**config.mk**
```make
export PLATFORM = sky130hd
export DESIGN_NAME = request_unit
export DESIGN_NICKNAME = d
export VERILOG_FILES = /design/src/rtl/request_unit.sv
export SDC_FILE = /design/constraint.sdc
export NUM_CORES = 1
export LEC_CHECK = 0
export BUFFER_PORTS_ARGS = -buffer_cell sky130_fd_sc_hd__clkbuf_2
export CAP_MARGIN = 20
export CORE_MARGIN = 4
export CORE_UTILIZATION = 45
export DETAILED_ROUTE_END_ITERATION = 12
export PLACE_DENSITY = 0.77
export SLEW_MARGIN = 20
export SYNTH_ARGS = -nofsm -noshare
export SYNTH_HDL_FRONTEND = slang
export SYNTH_SLANG_ARGS = --single-unit
```
**constraint.sdc**
```tcl
create_clock -name CLK -period 3.7 [get_ports CLK]
set_input_delay 0.555 -clock CLK [delete_from_list [all_inputs] [get_ports CLK]]
set_output_delay 0.555 -clock CLK [all_outputs]
set_load 0.1 [all_outputs]
```
**src/rtl/request_unit.sv**
```systemverilog
// Request sequencer between datapath and cache: holds fetch until ihit, then holds one
// data read/write until dhit, strobes pc_en on retire, latches halt and counts stalls.
module request_unit #(
    parameter int CNT_W = 16
) (
    input  logic             CLK,
    input  logic             RST,
    input  logic             ihit,
    input  logic             dhit,
    input  logic             mem_read,
    input  logic             mem_write,
    input  logic             halt,
    input  logic [31:0]      addr_in,
    input  logic [31:0]      store_in,
    output logic             imemREN,
    output logic             dmemREN,
    output logic             dmemWEN,
    output logic [31:0]      dmemaddr,
    output logic [31:0]      dmemstore,
    output logic             pc_en,
    output logic             halt_out,
    output logic [CNT_W-1:0] stall_cnt
);

    typedef enum logic [1:0] {
        FETCH = 2'd0,
        MEM   = 2'd1,
        HALT  = 2'd2
    } state_t;

    state_t state;
    logic   mem_op;
    logic   stall;
    logic   cnt_full;

    assign mem_op   = mem_read | mem_write;
    assign cnt_full = (stall_cnt == {CNT_W{1'b1}});
    assign stall    = ((state == FETCH) & ~ihit) | ((state == MEM) & ~dhit);

    // The two unregistered outputs are gated by RST so they drop the instant reset asserts.
    assign imemREN = ~RST & (state == FETCH);
    assign pc_en   = ~RST & (((state == FETCH) & ihit & ~halt & ~mem_op) |
                             ((state == MEM) & dhit));

    // NOTE: every register here uses non-blocking assignment so all next-state values are
    // computed from the same pre-edge snapshot; blocking would leak updates between lines.
    always_ff @(posedge CLK or posedge RST) begin
        if (RST) begin
            state     <= FETCH;
            dmemREN   <= 1'b0;
            dmemWEN   <= 1'b0;
            dmemaddr  <= 32'd0;
            dmemstore <= 32'd0;
            halt_out  <= 1'b0;
            stall_cnt <= '0;
        end else begin
            if (stall && !cnt_full)
                stall_cnt <= stall_cnt + CNT_W'(1);

            case (state)
                FETCH: begin
                    if (ihit) begin
                        // halt outranks any memory op decoded alongside it
                        if (halt) begin
                            state    <= HALT;
                            halt_out <= 1'b1;
                        end else if (mem_op) begin
                            state     <= MEM;
                            dmemaddr  <= addr_in;
                            dmemstore <= store_in;
                            dmemREN   <= mem_read;
                            dmemWEN   <= mem_write & ~mem_read;
                        end
                    end
                end
                MEM: begin
                    // address and store data deliberately keep their last value after dhit
                    if (dhit) begin
                        state   <= FETCH;
                        dmemREN <= 1'b0;
                        dmemWEN <= 1'b0;
                    end
                end
                HALT: begin
                    state <= HALT;
                end
                default: begin
                    state <= FETCH;
                end
            endcase
        end
    end

endmodule

```
==> Word-level counts from Yosys, hierarchy flattened <==
Cells that the tools add are included.
{ "classes": {"n_addsub": 1, "eq_ne": 8, "n_mux": 14, "bitwise": 18, "reduce_logical": 8} }
{ "ops": {"columns": ["cell", "n"], "rows": [
  ["$add 16x1->16 const B", 1],
  ["$eq 16x16->1 const B", 1],
  ["$and 1x1->1", 9],
  ["$mux 2", 4],
  ["$ne 2x2->1 const B", 4],
  ["$mux 1", 7],
  ["$not 1->1", 6],
  ["$pmux 2 s3", 1],
  ["$reduce_and 3->1", 2],
  ["$reduce_and 5->1", 1],
  ["$pmux 1 s2", 2],
  ["$reduce_and 4->1", 1],
  ["$ne 3x3->1 const B", 1],
  ["$or 1x1->1", 3],
  ["$eq 2x1->1 const B", 1],
  ["$eq 2x2->1 const B", 1],
  ["$logic_not 2->1", 1],
  ["$reduce_bool 2->1", 1],
  ["$logic_and 1x1->1", 1],
  ["$logic_not 1->1", 1]
]} }
{ "word_totals": {"regBits": 85, "in_bits": 71, "out_inout_bits": 85, "elab_cells": 56} }

==> Depth between registers and ports, before layout <==
{ "logic_depth": {"depth_word": 6, "mapped_depth": 6, "depth_no_buf": 5} }

==> Worst setup path after synthesis <==
Ideal clock, no wire load.
{ "synth_timing": {"kind": "reg2out", "startpoint": "reg state[0]", "endpoint": "out pc_en", "arrival_time_ps": 3394, "t_required_ps": 3145, "slack_ps": -249, "path_stages_with_launch": 4, "path_buffers": 1, "cell_sequence": "dfrtp_1 -> clkbuf_1 -> or4_1 -> a211oi_1"} }
{ "synth_via": {"elab_chain_cells": 6, "word_cells_on_any_way": 8, "cone_classes": "1 x eq/ne; 6 x bitwise; 1 x reduce/logical"} }
{ "synth_lines": {"columns": ["element", "line", "source"], "rows": [
  ["from (decl)", "31", "state_t state;"],
  ["from (signal assigned)", "49", "state <= FETCH;"],
  ["from (signal assigned)", "65", "state <= HALT;"],
  ["from (signal assigned)", "68", "state <= MEM;"],
  ["$logic_not 2->1", "42", "assign pc_en = ~RST & (((state == FETCH) & ihit & ~halt & ~mem_op) |"],
  ["$and 1x1->1 (3 in a row)", "42", null],
  ["$or 1x1->1 *", "42", null],
  ["$and 1x1->1 *", "42", null],
  ["to (decl)", "20", "output logic pc_en,"]
]} }
Mark *: on every way between the ends. The rest lies on a longest branch, timed or not.

==> Worst setup path after layout <==
Same ends and word-level chain as after synthesis.

==> qor.csv <==
stage;metric;value;unit
outcome;status;completed;
floorplan;die-area;9150;um^2
clock_tree;h-tree-depth;3;
route;drc;0;
yosys;synth_area;3460;um^2
yosys;synth_area_leader_cell;dfrtp_1;
timing;hold_viol;0;
route;wl_per_cell;14.8;um
yosys;ys_async_sr_fraction;100;%
yosys;synth-adder-area-share;0.362;%
floorplan;num_rows;31;
final_layout;fill_cells;630;
floorplan;dieHeight;95.7;um
yosys;synth_cells;236;
clock_tree;cts_resized;0;
grt;grt_start_max_net_pins;42;
floorplan;die_x;95.7;um
clock_tree;numCtsBuffers;9;
timing;worstMarginPinSlew;0.612;ns
yosys;synth.area.top_cells;dfrtp_1 61%, mux2_2 20%, xnor2_1 3.3%;
timing;fin_skew;0.00510;ns
route;vias;2480;
worst_setup_path;r2r-end;stall_cnt[1];
worst_setup_path;worstPathMaxFanout;12;
clock_tree;cts.sinks;85;
yosys;syn_nets;308;
worst_setup_path;crit_family;simple AND/OR/NAND/NOR gates;
yosys;synth_compound_area_share;1.48;%
worst_setup_path;worstPathArrival;2.20;ns
yosys;synth_edf_count;0;
final_layout;fin_nets;469;
route;ant_nets;0;
placed_design;io_buffers;155;
flow_run;drv_cap;0;
route;wl;7.40;mm
worst_setup_path;cp_cell_sequence;or4_1 > a211oi_2 > clkbuf_2;
clock_tree;clk_path_buf_depth;2;
route;drt_iter0_drc;54;
grt;grt_use_total;16.5;%
clock_tree;insertion_delay;0.34;ns
placed_design;dp_hpwl;5.73;mm
timing;setup_viol;0;
worst_setup_path;crit_path_max_incr_delay;0.59;ns
route;vias_per_cell;4.95;
timing;max_freq;363;MHz
worst_setup_path;cp-start-kind;register;
clock_tree;cts_tree;yes;
clock_tree;clk_pin_slew;0.08;ns
final_layout;syn_to_final_growth;31.1;%
yosys;yosys.area_share.xor_xnor;3.54;%
route;drt_pre_antenna_iters;4;
floorplan;start_util;46.9;%
grt;grt_pass1_vias;2513;
yosys;yosys_warnings;0;
final_layout;multi_input_area;1250;um^2
timing;drv_slew;0;
floorplan;coreArea;7370;um^2
yosys;syn_area_per_cell;14.7;um^2
final_layout;register_area;2130;um^2
timing;fin_crit_sh;74.5;%
clock_tree;cts_root_buffer;clkbuf_8;
yosys;synth_ff_type;dfrtp_1;
timing;fin_crit;2.76;ns
worst_setup_path;worstSetupPathType;register to output port;
worst_setup_path;worstRegToRegCells;5;
clock_tree;hold_buffers;0;
worst_setup_path;regToRegStartpoint;stall_cnt[0];
timing;tns;0;ns
final_layout;drive_gt1_share;60.4;%
worst_setup_path;ff2ff_setup_slack;1.60;ns
grt;grt_first_pass_wirelength;11.6;mm
yosys;muxShareOfSynthArea;22.2;%
yosys;synth_top_family_by_area;multiplexers;
floorplan;pin_count;156;
grt;gr-total-overflow;0;
timing;rsz0062_at_grt;false;
hold_path;hold_path.class;input port to asynchronous set/reset pin;
timing;slew_headroom;58.9;%
yosys;synth_top_area_share;61.5;%
yosys;ys_seq_area_share;61.5;%
worst_setup_path;endpoint_kind;output port;
worst_setup_path;critical_path_buf_inv_count;1;
clock_tree;postCtsSetupBuffers;0;
worst_setup_path;crit_required;3.14;ns
yosys;ys_types;34;
grt;antenna_found_initial;0;
yosys;synth-simple-area-share;8.25;%
placed_design;gp_congestion;0.766;
final_layout;diodes;0;
worst_setup_path;critical-path-slowest-cell;or4_1;
yosys;synth_seq_cells;85;
-- registers in the layout, indices dropped and copies added (netlist names) --
name       flops
dmemREN        1
dmemstore     32
state          2
dmemaddr      32
dmemWEN        1
stall_cnt     16
halt_out       1
-- cell families after synthesis --
kind of cell	after synthesis
AOI/OAI and AO/OA	9
xor gates and xnor gates	14
buffers and inverters	12
muxes	68
adders and majority gates	1
and+or+nand+nor	47
DFF	85
-- cells in the final DEF (no fill, tap or decap), drive strengths merged --
| master | instances |
|---|---|
| or2 | 1 |
| nand2b | 2 |
| inv | 5 |
| buf | 4 |
| xor2 | 1 |
| mux2 | 68 |
| xnor2 | 13 |
| or4 | 2 |
| nor3 | 4 |
| nand2 | 4 |
| or3 | 1 |
| o21ai | 3 |
| and2 | 2 |
| dfrtp | 85 |
| nor3b | 2 |
| nand3b | 1 |
| nand4 | 9 |
| a211oi | 1 |
| a31o | 1 |
| nor4 | 2 |
| nand3 | 9 |
| nor2 | 5 |
| clkinv | 3 |
| clkbuf | 164 |
| ha | 1 |
| a21oi | 4 |
| bufinv | 2 |
| and3 | 2 |
| nor2b | 1 |
-- cell usage after synthesis, types with 3 or more instances --
| cell | n |
|---|---|
| a21oi_1 | 4 |
| buf_6 | 6 |
| dfrtp_1 | 85 |
| inv_1 | 3 |
| mux2_1 | 7 |
| mux2_2 | 60 |
| nand2_1 | 4 |
| nand3_1 | 9 |
| nand4_1 | 9 |
| nor2_1 | 5 |
| nor3_1 | 3 |
| o21ai_0 | 3 |
| xnor2_1 | 13 |
-- per-layer routing --
| metal | part of all wire, % | vias up | GRT usage (%) |
|---|---|---|---|
| met2 | 51 | 106 | 29.4 |
| met5 | 0 | - | 0 |
| li1 | - | 1161 | - |
| met4 | 1.2 | 0 | 6.04 |
| met3 | 9.6 | 10 | 5.29 |
| met1 | 38 | 1203 | 18.4 |
-- worst max path at each step --
stage	from	end	slack, ns	depth (start not counted)
5_1_grt	state[0]	pc_en	0.83	3
4_1_cts	state[0]	pc_en	0.92	3
2_1_floorplan	state[1]	imemREN	0.43	2
3_5_place_dp	halt	pc_en	1.13	5
3_3_place_gp	halt	pc_en	1.21	5
6_report	state[0]	pc_en	0.94	3
-- stage by stage --
stage                     setup slack (ns)  std cells  hold slack, ns  util (%)  cell area (um^2)
after global routing                 0.833        501           0.223      61.5              4540
after floorplan                      0.429        236           0.686         -              3460
after global placement                1.21        485           0.457      58.6              4320
final                                0.943        501           0.218      61.5              4540
after CTS                            0.924        501           0.217      61.5              4540
after detailed placement              1.13        485           0.464      58.6              4320
-- worst reg2reg max path, stage by stage (launching register included) --
cell,delay (ns)
dfrtp_1,0.42
ha_1,0.21
nand4_1,0.20
or4_4,0.68
and2_4,0.21
mux2_4,0.29
-- layout make-up --
cell class / instances / area share, %
multi-input cells: 139 / 27.5
well taps: 99 / 2.73
clock buffers: 9 / 2.73
repair buffers: 159 / 17.8
clock inverters: 7 / 2.12
flip-flops and latches: 85 / 46.9
inverters: 3 / 0.276
Power is not shown: default switching activity piles up to over one toggle a cycle in this logic, so the estimate is an artifact.
